==> src/rtl/rx_frame_extract.sv <==
// -----------------------------------------------------------------------------
// rx_frame_extract
//
// Front end of the Ethernet RX path. Strips preamble/SFD from the raw GMII byte
// stream and forwards the frame bytes (destination MAC onward, FCS included)
// one cycle later on rx_en/rx_data. Captures the big-endian 16-bit segment
// number from the header, flags each frame good or bad at its end, and keeps
// running totals of received and bad frames.
//
// Optional feature, selected by the macro RX_FCS_CHECK_EN:
//   defined   - CRC-32 over all bytes after SFD; a frame is good only if the
//               residue matches. Adds the fcs_err output.
//   undefined - no CRC logic, no fcs_err port; FCS bytes are still forwarded.
//
// Ports
//   clk          in   1   clock
//   rst          in   1   synchronous, active-high reset
//   gmii_rx_dv   in   1   GMII data valid
//   gmii_rx_er   in   1   GMII receive error
//   gmii_rxd     in   8   GMII data byte
//   rx_en        out  1   frame byte valid, contiguous for one frame
//   rx_data      out  8   frame byte
//   seg          out  16  segment number of the current/last frame
//   frame_done   out  1   one-cycle pulse at the end of every frame that reached DATA
//   frame_ok     out  1   qualifies frame_done: 1 = good frame
//   fcs_err      out  1   (RX_FCS_CHECK_EN only) pulses with frame_done on FCS failure
//   frames_rx    out  32  count of frame_done pulses (wraps)
//   frames_bad   out  32  count of frame_done pulses with frame_ok = 0 (wraps)
// -----------------------------------------------------------------------------
module rx_frame_extract #(
    parameter int SEG_OFFSET = 14,    // byte index after SFD of the seg MSB
    parameter int MAX_LEN    = 1518,  // longest good frame, FCS included
    parameter int MIN_LEN    = 64     // shortest good frame, FCS included
) (
    input  logic        clk,
    input  logic        rst,
    input  logic        gmii_rx_dv,
    input  logic        gmii_rx_er,
    input  logic [7:0]  gmii_rxd,
    output logic        rx_en,
    output logic [7:0]  rx_data,
    output logic [15:0] seg,
    output logic        frame_done,
    output logic        frame_ok,
`ifdef RX_FCS_CHECK_EN
    output logic        fcs_err,
`endif
    output logic [31:0] frames_rx,
    output logic [31:0] frames_bad
);

    // The byte counter is 11 bits wide; MAX_LEN+1 must fit in it.
    localparam logic [10:0] L_MAX_LEN = 11'(MAX_LEN);
    localparam logic [10:0] L_MIN_LEN = 11'(MIN_LEN);
    localparam logic [10:0] L_CNT_SAT = 11'(MAX_LEN + 1);
    localparam logic [10:0] L_SEG_MSB = 11'(SEG_OFFSET);
    localparam logic [10:0] L_SEG_LSB = 11'(SEG_OFFSET + 1);

    localparam logic [7:0]  L_PREAMBLE = 8'h55;
    localparam logic [7:0]  L_SFD      = 8'hD5;

    typedef enum logic [2:0] {
        S_WAIT_IDLE,
        S_IDLE,
        S_PREAMBLE,
        S_DATA,
        S_DROP
    } state_t;

    state_t       r_state;
    state_t       w_state_nxt;

    logic         w_sfd;        // SFD accepted: a new frame starts next cycle
    logic         w_fwd;        // current byte is forwarded
    logic         w_cnt_inc;    // current byte counts towards the frame length
    logic         w_done;       // frame ends this cycle
    logic         w_abort;      // frame ends because of rx_er or overrun
    logic         w_overrun;    // current byte would exceed MAX_LEN
    logic         w_len_ok;
    logic         w_fcs_ok;
    logic         w_ok_nxt;

    logic         r_rx_en;
    logic [7:0]   r_rx_data;
    logic [15:0]  r_seg;
    logic [7:0]   r_seg_msb;
    logic         r_frame_done;
    logic         r_frame_ok;
    logic [31:0]  r_frames_rx;
    logic [31:0]  r_frames_bad;
    logic [10:0]  r_byte_cnt;   // bytes received since SFD, saturating

`ifdef RX_FCS_CHECK_EN
    // Reflected CRC-32 (0x04C11DB7 reversed = 0xEDB88320), one bit per step,
    // data LSB first as it arrives on the wire.
    function automatic logic [31:0] crc32_byte(input logic [31:0] crc, input logic [7:0] d);
        logic [31:0] c;
        c = crc;
        for (int i = 0; i < 8; i++) begin
            c = (c >> 1) ^ ((c[0] ^ d[i]) ? 32'hEDB88320 : 32'h0000_0000);
        end
        return c;
    endfunction

    function automatic logic [31:0] bit_rev32(input logic [31:0] v);
        logic [31:0] r;
        for (int i = 0; i < 32; i++) begin
            r[i] = v[31 - i];
        end
        return r;
    endfunction

    logic [31:0] r_crc;
    logic        r_fcs_err;

    // The shift register holds the residue bit-reversed; after data plus a
    // correct FCS it reads 0xDEBB20E3, i.e. 0xC704DD7B in normal bit order.
    assign w_fcs_ok = (bit_rev32(r_crc) == 32'hC704DD7B);
`else
    assign w_fcs_ok = 1'b1;
`endif

    assign w_overrun = (r_byte_cnt >= L_MAX_LEN);
    assign w_len_ok  = (r_byte_cnt >= L_MIN_LEN) && (r_byte_cnt <= L_MAX_LEN);
    assign w_ok_nxt  = w_done && !w_abort && w_len_ok && w_fcs_ok;

    // ---------------------------------------------------------------------
    // FSM state register
    // ---------------------------------------------------------------------
    // NOTE: sequential state uses non-blocking assignments so every flop
    // samples the pre-edge values; combinational blocks use blocking ones.
    always_ff @(posedge clk) begin
        if (rst) begin
            r_state <= S_WAIT_IDLE;
        end else begin
            r_state <= w_state_nxt;
        end
    end

    // ---------------------------------------------------------------------
    // FSM next-state and per-byte control
    // ---------------------------------------------------------------------
    always_comb begin
        // NOTE: every output of this block gets a default first, so no path
        // through the case can leave one unassigned and infer a latch.
        w_state_nxt = r_state;
        w_sfd       = 1'b0;
        w_fwd       = 1'b0;
        w_cnt_inc   = 1'b0;
        w_done      = 1'b0;
        w_abort     = 1'b0;

        case (r_state)
            // After reset, a frame may be in flight; wait for a gap.
            S_WAIT_IDLE: begin
                if (!gmii_rx_dv) begin
                    w_state_nxt = S_IDLE;
                end
            end

            S_IDLE: begin
                if (gmii_rx_dv) begin
                    w_state_nxt = (gmii_rxd == L_PREAMBLE) ? S_PREAMBLE : S_DROP;
                end
            end

            S_PREAMBLE: begin
                if (!gmii_rx_dv) begin
                    w_state_nxt = S_IDLE;
                end else if (gmii_rx_er) begin
                    w_state_nxt = S_DROP;
                end else if (gmii_rxd == L_SFD) begin
                    w_state_nxt = S_DATA;
                    w_sfd       = 1'b1;
                end else if (gmii_rxd != L_PREAMBLE) begin
                    w_state_nxt = S_DROP;
                end
            end

            S_DATA: begin
                // rx_er wins over a simultaneous rx_dv drop: the frame is
                // aborted, still with a single frame_done.
                if (gmii_rx_er) begin
                    w_state_nxt = S_DROP;
                    w_done      = 1'b1;
                    w_abort     = 1'b1;
                end else if (!gmii_rx_dv) begin
                    w_state_nxt = S_IDLE;
                    w_done      = 1'b1;
                end else if (w_overrun) begin
                    // The offending byte is counted but never forwarded.
                    w_state_nxt = S_DROP;
                    w_cnt_inc   = 1'b1;
                    w_done      = 1'b1;
                    w_abort     = 1'b1;
                end else begin
                    w_fwd       = 1'b1;
                    w_cnt_inc   = 1'b1;
                end
            end

            S_DROP: begin
                if (!gmii_rx_dv) begin
                    w_state_nxt = S_IDLE;
                end
            end

            default: begin
                w_state_nxt = S_WAIT_IDLE;
            end
        endcase
    end

    // ---------------------------------------------------------------------
    // Datapath: forwarding, length, seg capture, status and counters
    // ---------------------------------------------------------------------
    // NOTE: every register here, the counters included, is cleared by the
    // synchronous reset so all outputs read 0 the cycle after rst.
    always_ff @(posedge clk) begin
        if (rst) begin
            r_rx_en      <= 1'b0;
            r_rx_data    <= 8'h00;
            r_seg        <= 16'h0000;
            r_seg_msb    <= 8'h00;
            r_frame_done <= 1'b0;
            r_frame_ok   <= 1'b0;
            r_frames_rx  <= 32'h0;
            r_frames_bad <= 32'h0;
            r_byte_cnt   <= 11'd0;
        end else begin
            r_rx_en      <= w_fwd;
            r_frame_done <= w_done;
            r_frame_ok   <= w_ok_nxt;

            if (w_fwd) begin
                r_rx_data <= gmii_rxd;
            end

            if (w_sfd) begin
                r_byte_cnt <= 11'd0;
            end else if (w_cnt_inc && (r_byte_cnt != L_CNT_SAT)) begin
                r_byte_cnt <= r_byte_cnt + 11'd1;
            end

            // seg changes together with the LSB byte appearing on rx_data;
            // a runt that never reaches the LSB leaves it untouched.
            if (w_fwd && (r_byte_cnt == L_SEG_MSB)) begin
                r_seg_msb <= gmii_rxd;
            end
            if (w_fwd && (r_byte_cnt == L_SEG_LSB)) begin
                r_seg <= {r_seg_msb, gmii_rxd};
            end

            if (w_done) begin
                r_frames_rx <= r_frames_rx + 32'd1;
            end
            if (w_done && !w_ok_nxt) begin
                r_frames_bad <= r_frames_bad + 32'd1;
            end
        end
    end

`ifdef RX_FCS_CHECK_EN
    always_ff @(posedge clk) begin
        if (rst) begin
            r_crc     <= 32'hFFFF_FFFF;
            r_fcs_err <= 1'b0;
        end else begin
            if (w_sfd) begin
                r_crc <= 32'hFFFF_FFFF;
            end else if (w_fwd) begin
                r_crc <= crc32_byte(r_crc, gmii_rxd);
            end
            // Only a frame that ended cleanly has a meaningful FCS.
            r_fcs_err <= w_done && !w_abort && !w_fcs_ok;
        end
    end

    assign fcs_err = r_fcs_err;
`endif

    assign rx_en      = r_rx_en;
    assign rx_data    = r_rx_data;
    assign seg        = r_seg;
    assign frame_done = r_frame_done;
    assign frame_ok   = r_frame_ok;
    assign frames_rx  = r_frames_rx;
    assign frames_bad = r_frames_bad;

endmodule

==> config.mk <==
export PLATFORM = sky130hd
export DESIGN_NAME = rx_frame_extract
export DESIGN_NICKNAME = d
export VERILOG_FILES = /design/src/rtl/rx_frame_extract.sv
export SDC_FILE = /design/constraint.sdc
export NUM_CORES = 1
export LEC_CHECK = 0
export ABC_AREA = 1
export ABC_CLOCK_PERIOD_IN_PS = 2700
export CAP_MARGIN = 25
export CORE_ASPECT_RATIO = 0.6
export CORE_MARGIN = 2
export CORE_UTILIZATION = 56
export DETAILED_ROUTE_END_ITERATION = 8
export PLACE_DENSITY = 0.87
export SETUP_SLACK_MARGIN = 0.15
export SYNTH_ARGS = -nofsm -noshare
export SYNTH_HDL_FRONTEND = slang
export SYNTH_SLANG_ARGS = --single-unit
==> constraint.sdc <==
create_clock -name clk -period 2.7 [get_ports clk]
set_clock_uncertainty 0.05 [all_clocks]
set_input_delay 0.675 -clock clk [delete_from_list [all_inputs] [get_ports clk]]
set_output_delay 0.675 -clock clk [all_outputs]
set_load 0.01 [all_outputs]
## Word-level counts from Yosys, hierarchy flattened

Cells that the tools add are included.

| cells by class | value |
|---|---|
| $add $sub $neg | 3 |
| order comparisons | 3 |
| eq/ne operators | 14 |
| mux-type cells | 29 |
| reductions and logical operators | 13 |

Operators with widths:

| cell | count |
|---|---|
| $add A32 B1 Y32 const B | 2 |
| $mux W3 | 10 |
| $eq A11 B4 Y1 const B | 2 |
| $mux W1 | 18 |
| $pmux W3 S4 | 1 |
| $add A11 B1 Y11 const B | 1 |
| $ge A11 B11 Y1 const B | 1 |
| $ge A11 B7 Y1 const B | 1 |
| $le A11 B11 Y1 const B | 1 |
| $ne A11 B11 Y1 const B | 1 |
| $eq A8 B7 Y1 const B | 1 |
| $eq A8 B8 Y1 const B | 1 |
| $ne A8 B7 Y1 const B | 1 |
| $logic_and A1 B1 Y1 | 7 |
| $eq A3 B2 Y1 const B | 2 |
| $ne A5 B5 Y1 const B | 1 |
| $ne A2 B2 Y1 const B | 2 |
| $ne A4 B4 Y1 const B | 1 |
| $reduce_and A4 Y1 | 1 |
| $reduce_or A2 Y1 | 2 |
| $eq A3 B1 Y1 const B | 1 |
| $eq A3 B3 Y1 const B | 1 |
| $logic_not A3 Y1 | 1 |
| $logic_not A1 Y1 | 2 |

| word-level totals | value |
|---|---|
| bits in registers | 113 |
| output and inout port bits | 91 |
| logic and storage cells | 72 |

## Longest topological paths before layout

Gate-level depths: netlist of the first run.

| logic depth | value |
|---|---|
| depth after elaboration | 10 |
| depth in mapped cells | 13 |

## Worst setup path before layout of the first run

No wires, ideal clock.

| timing path | value |
|---|---|
| kind | reg-to-reg |
| start point | register r_frames_bad[0], in the netlist frames_bad[0] |
| end point | register r_frames_bad[16], in the netlist frames_bad[16] |
| library setup time | 0.070 ns |
| arrival time | 1.647 ns |
| setup slack | 0.933 ns |
| stages on the path, launching flop included | 9 |
| buffers on the path | 0 |
| clock period less this slack | 1.767 ns |
| cell sequence | dfxtp_1 ha_1 inv_1 nor2_1 nand2_1 nor2_1 xor2_1 nand3_1 a21oi_1 |

| between the ends | value |
|---|---|
| cells in the longest elaborated chain, start to end | 1 |

Ends and longest elaborated chain:

| element | RTL line | text |
|---|---|---|
| start, declared | 90 | `logic [31:0] r_frames_bad;` |
| start signal, assigned | 258 | `r_frames_bad <= r_frames_bad + 32'd1;` |
| $add A32 B1 Y32 | 258 |  |

No other way between the ends.
A chain may end at the register's enable or synchronous reset.

## Worst setup path after layout of the first run

| timing path | value |
|---|---|
| start point | register r_byte_cnt[1] |
| end point | register r_byte_cnt[5] |

| between the ends | value |
|---|---|
| cells in the longest elaborated chain, start to end | 2 |
| elaborated cells on any way between the ends | 3 |
| those cells by class | 1 x add/sub; 1 x eq/ne; 1 x reduce/logical |

Ends and longest elaborated chain:

| element | RTL line | text |
|---|---|---|
| start, declared | 91 | `logic [10:0] r_byte_cnt;` |
| start signal, assigned | 242 | `r_byte_cnt <= r_byte_cnt + 11'd1;` |
| parallel branches: the longest is 2 deep, another holds $add A11 B1 Y11 | -- |  |

Several ways; the timed one is not identified.

==> results.py, run 1 <==
metrics = {
    "floorplanning": {
        "io_pins": 103,
        "core_area_sq_um": 11100,
        "die_w_microns": 141,
        "die_area_sq_um": 12200,
        "start_util_pct": 56.9,
        "rows": 30,
        "die_h_microns": 86.4,
    },
    "drt": {
        "drtPass1Iterations": 5,
        "finalWirelength_mm": 17.2,
        "vias_per_cell": 5.41,
        "drtIter0Drc": 618,
        "ant_nets": 0,
        "wl_per_cell_microns": 13.9,
        "vias": 6730,
        "route.detailed.drc": 0,
    },
    "synthesis": {
        "ys_warn_count": 0,
        "syn_nets": 1006,
        "ys_seq_area_share_pct": 35.7,
        "synth.distinct_cells": 36,
        "avgSynthCellArea_sq_um": 6.41,
        "syn_area_sq_um": 6340,
        "ys_ff_latch": 113,
        "syn_inst": 989,
    },
    "critical_path": {
        "critPathSlowestCell": "o21ai_1",
        "cp_cell_sequence": "ha_1, inv_1, nor2_1, nand2_1, o21ai_1, inv_1, buf_4, nand4_1, a21oi_1",
        "cp-end-kind": "flip-flop",
        "slowest_delay_ns": 0.64,
        "crit_top_cell": "inv_1",
        "arrival_ns": 2.58,
        "critPathMaxFanout": 11,
        "reg2reg_from": "r_byte_cnt[1]",
        "r2r-end": "r_byte_cnt[5]",
        "r2r_slack_ns": 0.35,
        "criticalPathCategory": "reg -> reg",
        "crit_required_ns": 2.94,
        "reg2reg_depth": 9,
        "cp-endpoint": "r_byte_cnt[5]",
        "cp-start-kind": "flip-flop",
        "crit_path_start": "r_byte_cnt[1]",
    },
    "power_and_ir_drop": {
        "seq_power_share_pct": 42.2,
        "p_leak_nw": 2.90,
        "p_comb_share_pct": 6.1,
        "power_frac_clock_pct": 51.8,
        "vdd_drop_max_mv": 0.476,
        "p_sw_share_pct": 25.9,
        "power.switching_mw": 1.05,
        "powerDensity_nw_per_um2": 507,
        "intPower_mw": 3.00,
        "finalPower_mw": 4.05,
    },
    "run": {
        "drv_cap": 0,
    },
    "clocking": {
        "postCtsSetupRepairBufs": 0,
        "cts_buffers": 17,
        "holdBufCountCts": 0,
        "clk_pin_slew_worst_paths_ns": 0.06,
        "clkSinkCount": 113,
        "htree_levels": 4,
        "clockBufferDepth": 2,
        "cts_root_buf": "clkbuf_16",
        "clock_latency_ns": 0.42,
        "cts_resized": 0,
        "cts_tree": "done",
    },
    "timing": {
        "setup_slack_ns": 0.354,
        "hold_viol_final": 0,
        "tns_ns": 0,
        "clock.fmax_ghz": 0.426,
        "report.final.setup_viol": 0,
        "worst_slew_pin_slew_ns": 0.823,
        "relSlewSlack_pct": 45.1,
        "rsz0062_at_grt": "no",
        "fin_crit_ns": 2.35,
        "final_max_slew_viol_count": 0,
        "fin_crit_sh_pct": 86.9,
    },
    "worst_hold_path": {
        "hold_path_class": "reg -> reg",
    },
    "outcome": {
        "status": "completed",
    },
    "finish": {
        "multi_input_area_sq_um": 3650,
        "drive_above_1_share_pct": 6.09,
        "ff_latch_area_sq_um": 2260,
        "finalCoreUtilization_pct": 71.7,
        "fillers": 917,
        "num_antenna_cells": 0,
        "nets": 1104,
        "syn2layout_area_growth_pct": 26.0,
    },
    "placement": {
        "numPortBuffers": 102,
        "hpwlAfterDp_mm": 11.7,
        "place.gp.congestion": 1.02,
        "dp_worst_setup_slack_ns": 0.106,
    },
    "global_routing": {
        "antenna_found_initial": 0,
        "grt_start_max_net_pins": 76,
        "grt_pass1_wl_mm": 28.2,
        "track_usage_pct": 28.4,
        "globalRoute.totalOverflow": 0,
        "grt_pass1_vias": 5894,
    },
}
cells in the mapped netlist, drive strengths merged:
cell / number / area (sq um)
nor3b: 1 / 7.51
a211oi: 1 / 7.51
buf: 21 / 140
a21oi: 84 / 420
nor2: 167 / 679
nand3b: 21 / 158
or2: 1 / 6.26
ha: 5 / 62.6
o21bai: 4 / 30.0
and3: 1 / 6.26
dfxtp: 113 / 2260
nor4: 1 / 6.26
nor3: 15 / 85.1
nand4: 8 / 50.1
xor2: 29 / 254
xnor2: 10 / 87.6
nand2: 347 / 1330
clkinv: 2 / 8.75
inv: 64 / 243
o21ai: 27 / 135
nand3: 56 / 325
clkbuf: 11 / 41.3
cell type report:
type,instances,share of cell area (%)
Clock buffer,19,5.67
Clock inverter,13,1.28
Inverter,66,3.15
Multi-Input combinational cell,778,45.6
Sequential cell,113,28.3
Tap cell,144,2.25
Timing Repair Buffer,111,13.7
worst max-delay path, delay by kind of cell (launching register included):
family / cells / cell delay (ns)
AOI/OAI and AO/OA: 2 / 0.71
DFF: 1 / 0.42
buffers and inverters: 3 / 0.41
and+or+nand+nor: 3 / 0.40
adders and majority gates: 1 / 0.22
state kept, by name (all words and copies together) (netlist names), 3 cells and up:
name and flops:
frames_bad 32, frames_rx 32, rx_data 8, r_state 3, seg 16, r_seg_msb 8, r_byte_cnt 11
stage by stage:
stage | cells | hold slack [ns] | instance area [sq um]
after CTS | 1244 | 0.416 | 7990
after global placement | 1212 | 0.402 | 7440
final | 1244 | 0.416 | 7990
after detailed placement | 1212 | 0.408 | 7440
after global routing | 1244 | 0.450 | 7990
after floorplan | 989 | 0.389 | 6340
placed cells by master, fill, tap and decap left out, drive strengths merged, types with 4 or more instances in the layout:
cell,synthesis,layout
nand2,347,347
nor2,167,167
dfxtp,113,113
clkdlybuf4s50,0,101
a21oi,84,84
inv,64,68
nand3,56,56
xor2,29,29
o21ai,27,27
nand3b,21,21
clkbuf,11,19
nor3,15,15
xnor2,10,10
buf,21,10
nand4,8,8
clkinvlp,0,6
ha,5,5
clkinv,2,5
o21bai,4,4
cell families after synthesis:
group	count (synthesis)	synth area share, %
and+or+nand+nor	618	41.8
buffers and inverters	98	6.83
adders and majority gates	5	0.987
AOI/OAI and AO/OA	116	9.35
xor gates and xnor gates	39	5.39
DFF	113	35.7
metal layers:
layer	global-route usage (%)	vias to the layer above	share of wire, %
met1	41.6	3070	49
met4	8.09	0	1.1
met2	42.6	287	42
met5	0	-	0
met3	5.86	22	8.4
li1	-	3351	-
worst min path at each step:
| stage | start | to | slack (ns) | depth (start not counted) |
|---|---|---|---|---|
| final | rx_data[6] | rx_data[6] | 0.42 | 2 |
| after detailed placement | rx_data[6] | rx_data[6] | 0.41 | 2 |
| after floorplan | r_state[2] | r_state[2] | 0.39 | 2 |
| after global routing | rx_data[6] | rx_data[6] | 0.45 | 2 |
| after global placement | r_state[2] | r_state[2] | 0.40 | 2 |
| after CTS | rx_data[6] | rx_data[6] | 0.42 | 2 |
power groups by stage:
| stage | registers [mW] | logic, mW | clock network, mW |
|---|---|---|---|
| after global routing | 1.71 | 0.274 | 2.19 |
| after CTS | 1.71 | 0.244 | 2.11 |
| after global placement | 1.74 | 0.239 | 0 |
| final | 1.71 | 0.246 | 2.10 |
| after floorplan | 1.74 | 0.169 | 0 |
| after detailed placement | 1.74 | 0.243 | 0 |
No activity file was read; power rests on OpenSTA's default activity.
==> run 2, diff against run 1 <==
CORE_UTILIZATION = 30   (was 56)
PLACE_DENSITY = 0.54   (was 0.87)
==> run 2 against run 1 <==
Effect of this change: register-to-register slack improved by 0.099 ns; count of clock-buffer cells in the layout fell by 2; combinational power rose by 4%; cell count rose by 11%; cell area rose by 3.5%; critical path depth fell by 1; utilization fell by 32 points; maximum frequency rose by 4.4%; hold slack barely moved; highest routed layer unchanged.
==> results.py, run 2 (synthesis results as in run 1) <==
metrics = {
    "placement": {
        "place.gp.congestion": 0.898,
        "numPortBuffers": 102,
        "placedCellCount": 1354,
        "hpwlAfterDp_mm": 13.6,
    },
    "global_routing": {
        "antenna_found_initial": 0,
        "track_usage_pct": 17.6,
        "grt_start_max_net_pins": 76,
        "grt_pass1_vias": 5823,
        "globalRoute.totalOverflow": 0,
        "grt_pass1_wl_mm": 31.0,
    },
    "finish": {
        "finalCoreUtilization_pct": 39.6,
        "syn2layout_area_growth_pct": 30.4,
        "nets": 1111,
        "fillers": 2233,
        "num_antenna_cells": 0,
        "drive_above_1_share_pct": 6.68,
        "instances_no_fill": 1386,
        "layout_common_cells": "nand2_1 (340), nor2_1 (161), dfxtp_1 (113), clkdlybuf4s50_1 (101), a21oi_1 (84)",
        "layout_commonest_cell": "nand2_1",
    },
    "critical_path": {
        "crit_required_ns": 2.95,
        "r2r_slack_ns": 0.45,
        "reg2reg_from": "r_byte_cnt[1]",
        "r2r-end": "r_byte_cnt[2]",
        "critPathMaxFanout": 6,
        "cp_cell_sequence": "ha_1, inv_1, nor2_1, nand2_1, o21ai_1, buf_4, o21ai_0, nor3b_1",
        "cp-start-kind": "flip-flop",
        "slowest_delay_ns": 0.51,
        "criticalPathCategory": "reg -> reg",
        "reg2reg_depth": 8,
        "cp-end-kind": "flip-flop",
        "arrival_ns": 2.49,
        "critPathSlowestCell": "o21ai_1",
    },
    "timing": {
        "hold_viol_final": 0,
        "clock.fmax_ghz": 0.445,
        "fin_crit_sh_pct": 83.2,
        "worst_slew_pin_slew_ns": 0.893,
        "report.final.setup_viol": 0,
        "fin_hold_ws_ns": 0.415,
        "tns_ns": 0,
        "relSlewSlack_pct": 40.5,
        "fin_crit_ns": 2.25,
        "rsz0062_at_grt": "no",
        "final_max_slew_viol_count": 0,
    },
    "power_and_ir_drop": {
        "powerDensity_nw_per_um2": 517,
        "p_comb_share_pct": 6.0,
        "seq_power_share_pct": 39.9,
        "power.switching_mw": 1.11,
        "vdd_drop_max_mv": 0.433,
        "power_frac_clock_pct": 54.1,
        "p_sw_share_pct": 26.1,
        "p_leak_nw": 2.97,
        "intPower_mw": 3.16,
    },
    "drt": {
        "wl_per_cell_microns": 13.6,
        "vias": 6464,
        "route.detailed.drc": 0,
        "finalWirelength_mm": 18.9,
        "vias_per_cell": 4.66,
        "drtPass1Iterations": 6,
        "drtIter0Drc": 500,
        "ant_nets": 0,
    },
    "worst_hold_path": {
        "holdPathEnd": "rx_data[7]",
        "hold_path_startpoint": "rx_data[7]",
        "whs_path_depth": 2,
        "hold_path_class": "reg -> reg",
    },
    "clocking": {
        "clkSinkCount": 113,
        "clk_pin_slew_worst_paths_ns": 0.06,
        "cts_resized": 0,
        "cts_tree": "done",
        "clock_latency_ns": 0.42,
        "holdBufCountCts": 0,
        "postCtsSetupRepairBufs": 0,
        "cts_buffers": 17,
        "cts_root_buf": "clkbuf_16",
        "htree_levels": 4,
        "clockBufferDepth": 2,
    },
    "run": {
        "drv_cap": 0,
    },
    "floorplanning": {
        "die_w_microns": 192,
        "die_h_microns": 117,
        "io_pins": 103,
        "die_area_sq_um": 22400,
        "core_area_sq_um": 20900,
        "start_util_pct": 30.4,
        "rows": 41,
    },
    "outcome": {
        "status": "completed",
    },
}
## run 2: worst max-delay path, delay by kind of cell (launching register included)
| family | cells | cell delay (ns) |
|---|---|---|
| adders and majority gates | 1 | 0.25 |
| buffers and inverters | 2 | 0.35 |
| and+or+nand+nor | 3 | 0.51 |
| DFF | 1 | 0.40 |
| AOI/OAI and AO/OA | 2 | 0.58 |
## run 2: worst max-delay path by stage
stage,slack [ns],to,startpoint
finish,0.45,r_byte_cnt[2],r_byte_cnt[1]
CTS,0.45,frames_bad[0],frames_bad[0]
detailed placement,0.05,frames_bad[20],gmii_rx_dv
global route,0.20,r_byte_cnt[2],r_byte_cnt[1]
global placement,0.08,frames_bad[0],gmii_rx_dv
floorplan,0.93,frames_bad[16],frames_bad[0]
## run 2: power groups by stage
stage | Sequential [mW] | Combinational [mW] | Clock (mW)
detailed placement | 1.74 | 0.257 | 0
floorplan | 1.74 | 0.169 | 0
CTS | 1.71 | 0.258 | 2.37
global route | 1.71 | 0.288 | 2.46
finish | 1.71 | 0.255 | 2.31
global placement | 1.74 | 0.260 | 0
## run 2: area by class of cell
cell class / instances / area (sq um) / area share, %
inverter: 66 / 251 / 3.04
tap: 279 / 349 / 4.22
clock inverter: 15 / 174 / 2.10
multi-input combinational: 778 / 3650 / 44.1
clock buffer: 17 / 425 / 5.14
timing repair buffer: 118 / 1160 / 14.0
sequential: 113 / 2260 / 27.4
## run 2: routing by layer
metal	track usage [%]	vias up	wire length [microns]
li1	-	3364	-
met1	27.2	2946	10700
met2	24.1	142	7190
met3	3.97	12	804
met4	4.31	0	142
met5	0	-	0
## run 2: through the flow
step           total power [mW]  setup slack [ns]  instance area [sq um]
4_1_cts                    4.33             0.454                   8270
3_5_place_dp               2.00            0.0515                   7670
6_report                   4.28             0.453                   8270
5_1_grt                    4.46             0.205                   8270
3_3_place_gp               2.00            0.0796                   7670
2_1_floorplan              1.91             0.933                   6340
